==> config.mk <==
export PLATFORM = sky130hd
export DESIGN_NAME = data_mem_controller
export DESIGN_NICKNAME = d
export VERILOG_FILES = /design/src/rtl/data_mem_controller.sv
export SDC_FILE = /design/constraint.sdc
export NUM_CORES = 1
export LEC_CHECK = 0
export CELL_PAD_IN_SITES_DETAIL_PLACEMENT = 1
export CELL_PAD_IN_SITES_GLOBAL_PLACEMENT = 1
export CORE_UTILIZATION = 35
export CTS_BUF_LIST = sky130_fd_sc_hd__clkbuf_4 sky130_fd_sc_hd__clkbuf_8
export DETAILED_ROUTE_END_ITERATION = 12
export PLACE_DENSITY_LB_ADDON = 0.1
export SLEW_MARGIN = 20
export SYNTH_ARGS = -nofsm -noshare
export SYNTH_HDL_FRONTEND = slang
export SYNTH_SLANG_ARGS = --single-unit
==> constraint.sdc <==
create_clock -name clk -period 3 [get_ports clk]
set_input_delay 0.6 -clock clk [delete_from_list [all_inputs] [get_ports clk]]
set_output_delay 0.6 -clock clk [all_outputs]
set_load 0.02 [all_outputs]
==> src/rtl/data_mem_controller.sv <==
// Load/store controller between the RV32 memory stage and a word-addressed data RAM.
// Latency: faulty access done in cycle 1, load/SW in cycle 2, SB/SH (read-modify-write) in cycle 3.
// Backpressure: ready only in IDLE; req while busy is ignored (no queuing).
//
// Ports:
//   clk, reset                 - clock, synchronous active-high reset
//   req, isStore, funct3, addr, storeData - request from core (sampled when ready=1)
//   ready, done, error, loadData          - handshake and completion status to core
//   writeEnable, address, writeData, readData - RAM port (combinational read)
module data_mem_controller #(
    parameter int MEM_WORDS = 64
) (
    input  logic        clk,
    input  logic        reset,
    input  logic        req,
    input  logic        isStore,
    input  logic [2:0]  funct3,
    input  logic [31:0] addr,
    input  logic [31:0] storeData,
    output logic        ready,
    output logic        done,
    output logic        error,
    output logic [31:0] loadData,
    output logic        writeEnable,
    output logic [31:0] address,
    output logic [31:0] writeData,
    input  logic [31:0] readData
);

    typedef enum logic [1:0] {IDLE, READ, WRITE, DONE} state_t;
    state_t state;

    // Latched request fields needed after acceptance. Only the low halfword of
    // the store data is kept: full-word stores load writeData at acceptance.
    logic        st_store;
    logic [2:0]  st_f3;
    logic [1:0]  st_lane;
    logic [15:0] st_data;

    logic        f3_bad, misalign, out_of_range, faulty;
    logic [7:0]  ld_byte;
    logic [15:0] ld_half;
    logic [31:0] load_ext;
    logic [31:0] merged;

    // Fault classification on the live request inputs.
    always_comb begin
        f3_bad       = isStore ? (funct3 > 3'b010)
                               : (funct3 == 3'b011 || funct3[2:1] == 2'b11);
        misalign     = (funct3[1:0] == 2'b01 && addr[0]) ||
                       (funct3[1:0] == 2'b10 && addr[1:0] != 2'b00);
        out_of_range = ({2'b00, addr[31:2]} >= 32'(MEM_WORDS));
        faulty       = f3_bad || misalign || out_of_range;
    end

    // Lane selection and extension of the RAM word for loads.
    always_comb begin
        ld_byte = readData[{st_lane, 3'b000} +: 8];
        ld_half = st_lane[1] ? readData[31:16] : readData[15:0];
        case (st_f3)
            3'b000:  load_ext = {{24{ld_byte[7]}}, ld_byte};
            3'b001:  load_ext = {{16{ld_half[15]}}, ld_half};
            3'b100:  load_ext = {24'h0, ld_byte};
            3'b101:  load_ext = {16'h0, ld_half};
            default: load_ext = readData;
        endcase
    end

    // Sub-word store merge: replace only the addressed lane(s).
    always_comb begin
        merged = readData;
        if (st_f3[1:0] == 2'b00)
            merged[{st_lane, 3'b000} +: 8] = st_data[7:0];
        else if (st_lane[1])
            merged[31:16] = st_data;
        else
            merged[15:0] = st_data;
    end

    always_ff @(posedge clk) begin
        if (reset) begin
            state     <= IDLE;
            done      <= 1'b0;
            error     <= 1'b0;
            loadData  <= 32'h0;
            address   <= 32'h0;
            writeData <= 32'h0;
            st_store  <= 1'b0;
            st_f3     <= 3'b000;
            st_lane   <= 2'b00;
            st_data   <= 16'h0;
        end else begin
            done <= 1'b0;
            case (state)
                IDLE: begin
                    if (req) begin
                        st_store <= isStore;
                        st_f3    <= funct3;
                        st_lane  <= addr[1:0];
                        st_data  <= storeData[15:0];
                        if (faulty) begin
                            // Faulty accesses skip the RAM entirely.
                            state    <= DONE;
                            done     <= 1'b1;
                            error    <= 1'b1;
                            loadData <= 32'h0;
                        end else begin
                            address <= {2'b00, addr[31:2]};
                            if (isStore && funct3[1:0] == 2'b10) begin
                                writeData <= storeData;
                                state     <= WRITE;
                            end else begin
                                state <= READ;
                            end
                        end
                    end
                end
                READ: begin
                    if (st_store) begin
                        writeData <= merged;
                        state     <= WRITE;
                    end else begin
                        loadData <= load_ext;
                        error    <= 1'b0;
                        done     <= 1'b1;
                        state    <= DONE;
                    end
                end
                WRITE: begin
                    error <= 1'b0;
                    done  <= 1'b1;
                    state <= DONE;
                end
                default: begin
                    state <= IDLE;
                end
            endcase
        end
    end

    assign ready       = (state == IDLE);
    // Gated by reset so an aborting reset edge never commits a RAM write.
    assign writeEnable = (state == WRITE) && !reset;

endmodule

## After elaboration in Yosys (flattened, before gate mapping)

Cells that the tools add are included.

- Add/sub/neg operators: 1
- Multiplexer cells: 29
- Shifts and indexed selects: 3
- $lt $le $gt $ge: 2
- Bitwise gates (word level): 1
- Eq/ne operators: 15
- Reduce and logical (&&, ||, !) cells: 20

Operator list:

| operator | number |
|---|---|
| 32-bit 2-to-1 mux | 8 |
| 32-bit one-hot mux with 2 select lines | 2 |
| 32-bit one-hot mux with 4 select lines | 1 |
| 16-bit 2-to-1 mux | 3 |
| 32-bit bitwise mux | 1 |
| 8-bit by 7-bit variable shift with 32-bit output, first input constant | 1 |
| 32-bit by 6-bit variable part select with 8-bit output | 1 |
| 8-bit by 7-bit variable part select with 32-bit output | 1 |
| 30-bit by 7-bit greater-or-equal comparator with 1-bit output, second input constant | 1 |
| 1-bit 2-to-1 mux | 8 |
| 2-bit inequality test, second input constant | 4 |
| 4-bit AND reduction | 2 |
| 5-bit negation with 7-bit output | 1 |
| 2-bit == test, second input constant | 3 |
| 3-bit == test, second input constant | 2 |
| 2-bit 2-to-1 mux | 3 |
| 1-bit one-hot mux with 3 select lines | 2 |
| 2-bit one-hot mux with 3 select lines | 1 |
| 5-bit AND reduction | 1 |
| 2-bit by 1-bit == test with 1-bit output, second input constant | 2 |
| 1-bit logical AND | 4 |
| 2-bit logical NOT | 2 |
| 1-bit logical OR | 4 |
| 2-bit by 1-bit inequality test with 1-bit output, second input constant | 2 |
| other kinds (10) | 11 |

- Input bits: 103
- Output and inout bits: 100
- Bits in registers: 120
- Logic and storage cells: 81

## Depth between registers and ports, before layout

Gate-level depths: netlist of the first run.

- Depth in word-level cells: 8
- Gate-level depth with buffers: 8

## Worst setup path after synthesis of the first run

OpenSTA, ideal clock, no wires.

- Path kind: register to register
- Start: register st_lane[1]
- End: register writeData[1]
- Required time: 2905 ps
- Data arrival time: 2187 ps
- Period minus slack after synthesis: 2283 ps
- Path buffers: 1
- Library setup time: 95 ps
- Stages on the path, launching flop included: 8
- Slack: 717 ps
- Path through: dfxtp_1 -> buf_2 -> clkinv_1 -> ha_1 -> nor3_1 -> a221o_1 -> o221ai_1 -> a221oi_1

- Word-level cells in the longest chain between the ends: 6
- Elaborated cells on any way between the ends: 8
- Those cells by class: add/sub (1); shift (2); mux (5)

Ends and longest elaborated chain:

| element | RTL line | RTL |
|---|---|---|
| from (decl) | 37 | `logic [1:0] st_lane;` |
| from (signal assigned) | 99 | `st_lane <= addr[1:0];` |
| 5-bit negation with 7-bit output | 73 | `merged[{st_lane, 3'b000} +: 8] = st_data[7:0];` |
| 8-bit by 7-bit variable part select with 32-bit output or 8-bit by 7-bit variable shift with 32-bit output (tied branches) | 73 |  |
| 32-bit bitwise mux | 73 |  |
| 32-bit 2-to-1 mux (*) | 72 | `if (st_f3[1:0] == 2'b00)` |
| 32-bit 2-to-1 mux (*) | 119 | `if (st_store) begin` |
| 32-bit one-hot mux with 2 select lines (*) | 94 | `case (state)` |
| to (signal assigned) | 110 | `writeData <= storeData;` |
| to (signal assigned) | 120 | `writeData <= merged;` |
| to (decl) | 26 | `output logic [31:0] writeData,` |

Mark *: on every way between the ends. The rest lies on a longest branch, timed or not. The select of a mux whose other input is x is not followed.
A chain may end at the register's enable or synchronous reset.

## Worst setup path in the final report of the first run

- Start: register st_lane[1]
- End: register writeData[29]

The elaborated chain is that of the path after synthesis.

==> flow_summary.yaml, run 1 <==
drt:
  vias_per_cell: 5.676
  first_pass_iters: 5
  drc_errors: 0
  first_iter_violations: 384
  wl_per_cell_um: 21.31
  wl_met1_um: 9619
  vias: 6045
  wl_met2_um: 11200
  wl_met3_um: 1306
  postRouteAntennaNets: 0
  maxUsedRoutingLayer: "met4"
  wl_um: 22690
synthesis:
  synth.mux.area_fraction: 0.08404
  synth-seq-area-share: 0.3955
  synth_warnings: 0
  synth_most_common_cell: "dfxtp_1"
  avgSynthCellArea_um2: 9.566
  synth_compound_gate_area_share: 0.2900
  synth_seq_cells: 120
  synthArstFlopShare: 0
  synth_area_leaders: "dfxtp_1 (40%), mux2_2 (7.0%), a221o_1 (5.3%)"
  synthXorXnorAreaFrac: 0
  synth_common_cells: "dfxtp_1 (120), nand2_1 (60), inv_1 (40), mux2_2 (38)"
  synth_area_um2: 6075
  synth_top_area_frac: 0.3955
  ys_types: 53
  ys_dominant_reg_cell: "dfxtp_1"
  synthAdderAreaFrac: 0.02060
  synth_top_cell_by_area: "dfxtp_1"
  synth_edf_count: 0
  syn_inst: 635
  synth_top_family_by_area: "compound AO/OA/AOI/OAI gates"
  synth-simple-area-share: 0.1386
finish:
  fill_cells: 1876
  fin_nets: 944
  area_growth_pct: 44.53
  multi_input_area_um2: 3258
  register_area_um2: 2404
  layout-drive-gt1-share: 0.1493
  fin_cells: 1065
placed_design:
  port_buffers: 200
  dpl.cell_count: 1032
  dpl.hpwl_um: 17100
  globalplace.congestion: 0.8455
timing:
  post-route-min-period_ns: 2.650
  rsz0062_at_grt: "false"
  fin_setup_tns_ns: 0
  fin_worst_skew_ns: 0.008335
  relSlewSlack: 0.2875
  setup_viol: 0
  worstMarginPinSlew_ns: 1.065
  period_share: 0.8832
  drv_slew: 0
  hold_viol_final: 0
  max_freq_mhz: 377.4
  hold_ws_ns: 0.4650
global_routing:
  antenna_found_initial: 1
  grt_overflow_total: 0
  grt_pass1_wl_um: 35570
  grtUsageTotal: 0.2599
  grt_pass1_vias: 6247
  grt_max_degree: 60
clock_network:
  cts.sinks: 120
  cts_resized: 0
  post-cts-setup-buffers: 0
  cts.hold.buffers_added: 0
  root_buffer: "clkbuf_8"
  htree_num_levels: 4
  cts_tree: "done"
  clk_latency_ns: 0.45
  path_clk_slew_ns: 0.08
  numCtsBuffers: 17
  clockBufferDepth: 2
die:
  num_io_pins: 203
  initial_core_util: 0.3624
  die_x_um: 133.7
  dieHeight_um: 133.7
  rows: 47
  core_area_um2: 16760
  dieArea_um2: 17890
worst_setup_path:
  crit_required_ns: 3.35
  arrival_ns: 3.00
  endpoint_kind: "flip-flop"
  crit_path_max_fanout: 14
  cp-start-kind: "flip-flop"
  critical_path_class: "flip-flop to flip-flop"
worst_hold_path:
  hold_path_class: "flip-flop to flip-flop"
outcome:
  status: "completed"
pwr:
  peakVddDrop_mv: 0.3912
  powerDensity_nw_per_um2: 688.9
  leakagePower_uw: 0.003159
flow_run:
  drv_cap: 0
[metal layers]
metal,global-route usage,up-vias
met5,0,-
met4,0.09154,0
met3,0.05822,37
met2,0.4321,206
met1,0.3287,2982
li1,-,2820
[where the power goes]
part | switching [uW] | internal, uW
registers | 176 | 1770
clock network | 777 | 858
logic | 1410 | 1060
total | 2360 | 3690
[cell families after synthesis]
group,count (synthesis)
buffers and inverters,95
AOI/OAI and AO/OA,217
adders and majority gates,10
other,1
DFF,120
muxes,45
and+or+nand+nor,147
[path summary, 6_finish.rpt]
| kind | startpoint | end | slack [ns] | depth (start not counted) |
|---|---|---|---|---|
| setup / recovery | st_lane[1] | writeData[29] | 0.35 | 7 |
| hold / removal | address[14] | address[14] | 0.46 | 1 |
| hold reg to reg | address[14] | address[14] | 0.46 | 1 |
| setup reg to reg | st_lane[1] | writeData[29] | 0.35 | 7 |
[layout by cell type, fill, tap and decap left out, types with 3 or more instances in the layout]
| master | n |
|---|---|
| clkdlybuf4s50_1 | 199 |
| dfxtp_1 | 119 |
| nand2_1 | 60 |
| inv_1 | 40 |
| mux2_2 | 38 |
| a221o_1 | 32 |
| o221ai_1 | 32 |
| a221oi_1 | 32 |
| a21oi_1 | 31 |
| buf_4 | 24 |
| a32o_1 | 20 |
| nor2_1 | 19 |
| clkbuf_8 | 17 |
| a21o_1 | 16 |
| and2_1 | 16 |
| o21ai_0 | 13 |
| a22o_1 | 12 |
| ha_1 | 10 |
| nor2b_1 | 9 |
| and2_4 | 8 |
| a2bb2oi_1 | 8 |
| nor4_1 | 7 |
| nand2b_1 | 7 |
| mux2i_1 | 6 |
| inv_6 | 5 |
| clkinv_1 | 4 |
| o22ai_1 | 4 |
| a211oi_1 | 4 |
| a22oi_1 | 4 |
| nor3_1 | 4 |
| inv_8 | 4 |
| nor4_4 | 3 |
| o21ai_2 | 3 |
| bufinv_16 | 3 |
| buf_12 | 3 |
[cell type report]
class                           count  area share
Multi-Input combinational cell    421      0.3711
Sequential cell                   120      0.2738
Timing Repair Buffer              227      0.2548
Tap cell                          220     0.03135
Clock buffer                       17     0.02665
Clock inverter                     15     0.02323
Inverter                           44     0.01881
Antenna cell                        1   0.0002850
[flip-flops by register name, indices dropped and copies added (netlist names)]
| name | cells |
|---|---|
| address | 30 |
| loadData | 32 |
| done | 1 |
| st_store | 1 |
| error | 1 |
| st_lane | 2 |
| st_f3 | 3 |
| st_data | 16 |
| writeData | 32 |
| state | 2 |
[stage by stage]
step / area (um2) / utilization / power, uW / setup WS, ns
floorplan: 6078 / - / 3507 / 0.7173
global placement: 8335 / 0.4974 / 4356 / 0.2314
detailed placement: 8335 / 0.4974 / 4430 / 0.05549
CTS: 8773 / 0.5235 / 6082 / 0.3534
global route: 8780 / 0.5239 / 6358 / 0.2125
finish: 8780 / 0.5239 / 6048 / 0.3504
[critical path, stage by stage (launching register included)]
cell	delay (ns)
dfxtp_2	0.54
clkinv_1	0.38
ha_1	0.45
nor4_2	0.34
buf_4	0.22
a221o_1	0.15
o221ai_1	0.12
a221oi_1	0.34
No activity file was read; power rests on OpenSTA's default activity.
==> inputs of run 2 (changes only) <==
--- a/config.mk
+++ b/config.mk
@@ -10,7 +10,7 @@
 export CORE_UTILIZATION = 35
 export CTS_BUF_LIST = sky130_fd_sc_hd__clkbuf_4 sky130_fd_sc_hd__clkbuf_8
 export DETAILED_ROUTE_END_ITERATION = 12
-export PLACE_DENSITY_LB_ADDON = 0.1
+export PLACE_DENSITY_LB_ADDON = 0.08
 export SLEW_MARGIN = 20
 export SYNTH_ARGS = -nofsm -noshare
 export SYNTH_HDL_FRONTEND = slang
==> run 2 against run 1 <==
Total power decreased by 3.4%. Clock skew increased by 0.0029 ns. First-iteration DRC count decreased by 9.6%. Utilization decreased by 0.38 points. Setup slack improved by 0.038 ns. Combinational power about the same. Design area decreased by 0.73%. Sequential power about the same. Via count decreased by 0.35%. Maximum frequency increased by 1.4%. Worst hold slack improved by 0.00053 ns. Clock power decreased by 14%.
==> flow_summary.yaml, run 2 (same netlist as run 1, synthesis figures left out) <==
placed_design:
  dpl.hpwl_um: 16890
  dpl.cell_count: 1032
  placed_cell_area_um2: 8335
  port_buffers: 200
  globalplace.congestion: 0.8519
clock_network:
  cts_tree: "done"
  cts.sinks: 120
  path_clk_slew_ns: 0.08
  htree_num_levels: 4
  cts.hold.buffers_added: 0
  root_buffer: "clkbuf_8"
  clk_latency_ns: 0.45
  numCtsBuffers: 17
  clockBufferDepth: 2
  post-cts-setup-buffers: 0
global_routing:
  grt_overflow_total: 0
  grt_pass1_vias: 6424
  grtUsageTotal: 0.2625
  grt_max_degree: 70
  antenna_found_initial: 1
  grt_pass1_wl_um: 35820
worst_setup_path:
  arrival_ns: 2.01
  crit_path_max_fanout: 10
  crit_required_ns: 2.40
  r2r_start: "st_lane[1]"
  cp-start-kind: "flip-flop"
  critical_path_class: "flip-flop to output pin"
  rrSetupSlack_ns: 0.42
  reg2reg_depth: 6
  rr_endpoint: "writeData[13]"
  endpoint_kind: "output pin"
worst_hold_path:
  worstHoldStart: "address[14]"
  holdPathEnd: "address[14]"
  hold_path_class: "flip-flop to flip-flop"
  min_path_cells: 1
die:
  num_io_pins: 203
  rows: 47
  initial_core_util: 0.3624
  dieHeight_um: 133.7
  core_area_um2: 16760
  dieArea_um2: 17890
  die_x_um: 133.7
timing:
  fin_worst_skew_ns: 0.01125
  drv_slew: 0
  max_freq_mhz: 382.9
  setup_viol: 0
  post-route-min-period_ns: 2.612
  relSlewSlack: 0.4656
  hold_viol_final: 0
  rsz0062_at_grt: "false"
  fin_setup_tns_ns: 0
  hold_ws_ns: 0.4655
  period_share: 0.8706
  worstMarginPinSlew_ns: 0.8015
finish:
  area_growth_pct: 43.48
  fin_nets: 944
  top_regs: "loadData x32, writeData x32, address x30"
  fin_cells: 1064
  postLayoutCoreUtil: 0.5200
  stdcell_area_um2: 8716
  fill_cells: 1863
  mostFrequentLayoutCells: "clkdlybuf4s50_1 (199), dfxtp_1 (119), nand2_1 (60)"
  multi_input_area_um2: 3267
  register_area_um2: 2404
  layout-drive-gt1-share: 0.1483
  layout_commonest_cell: "clkdlybuf4s50_1"
drt:
  wl_per_cell_um: 21.40
  vias: 6024
  vias_per_cell: 5.662
  first_pass_iters: 5
  wl_um: 22770
  drc_errors: 0
  postRouteAntennaNets: 0
  first_iter_violations: 347
pwr:
  leakagePower_uw: 0.003130
  netSwitchingPower_uw: 2344
  p_sw_frac: 0.4011
  clkPwrFrac: 0.239
  powerDensity_nw_per_um2: 670.4
  p_int_uw: 3499
  pwr-share-seq: 0.333
  peakVddDrop_mv: 0.3323
  power_frac_comb: 0.428
outcome:
  status: "completed"
flow_run:
  drv_cap: 0
-- run 2: changes by cell type in the layout (fill, tap and decap cells not counted) --
cell / delta
clkinv_2: +2
clkinv_4: +2
bufinv_16: -2
clkinvlp_4: +2
nor4b_2: -1
inv_6: -2
nor4b_4: +1
clkbuf_4: +1
inv_8: -4
-- run 2: power by group through the flow --
stage	combinational (uW)	clock [uW]	sequential (uW)
after global routing	2680	1490	1970
after global placement	2390	0	1970
final	2500	1400	1950
after CTS	2490	1420	1940
after floorplan	1460	0	2040
after detailed placement	2480	0	1980
-- run 2: cell type report --
cell class / count / share of cell area
diodes: 1 / 0.0002871
repair buffers: 227 / 0.2567
flip-flops and latches: 120 / 0.2758
well taps: 220 / 0.03158
multi-input cells: 421 / 0.3748
inverters: 44 / 0.01895
clock inverters: 13 / 0.01421
clock buffers: 18 / 0.02771
-- run 2: layer usage --
metal	wire length, um	part of all wire	track usage
met4	528	0.023	0.09533
met2	11210	0.49	0.4398
met3	1518	0.067	0.06126
met5	0	0	0
met1	9507	0.42	0.3269
-- run 2: worst max path at each step --
stage / start / to / cells after the start
2_1_floorplan: st_lane[1] / writeData[1] / 7
4_1_cts: st_lane[1] / writeData[8] / 6
5_1_grt: st_lane[1] / writeData[8] / 6
3_3_place_gp: addr[8] / loadData[12] / 7
6_report: state[0] / ready / 3
3_5_place_dp: addr[28] / loadData[10] / 7
-- run 2: worst max-delay path, cell delays in order (launching register included) --
cell and delay [ns]:
dfxtp_1 0.37, inv_1 0.10, ha_1 0.41, clkdlybuf4s50_1 0.69
-- run 2: per-stage QoR --
| stage | worst slack [ns] | total power [uW] |
|---|---|---|
| 2_1_floorplan | 0.7173 | 3507 |
| 3_3_place_gp | 0.1947 | 4364 |
| 3_5_place_dp | 0.06810 | 4453 |
| 4_1_cts | 0.2710 | 5851 |
| 5_1_grt | 0.1885 | 6141 |
| 6_report | 0.3881 | 5843 |
-- run 2: timing repair --
item / CTS / global route
gates resized for setup: 0 / 1
setup endpoints to repair: 0 / 4
endpoints found under the hold margin: 0 / 0
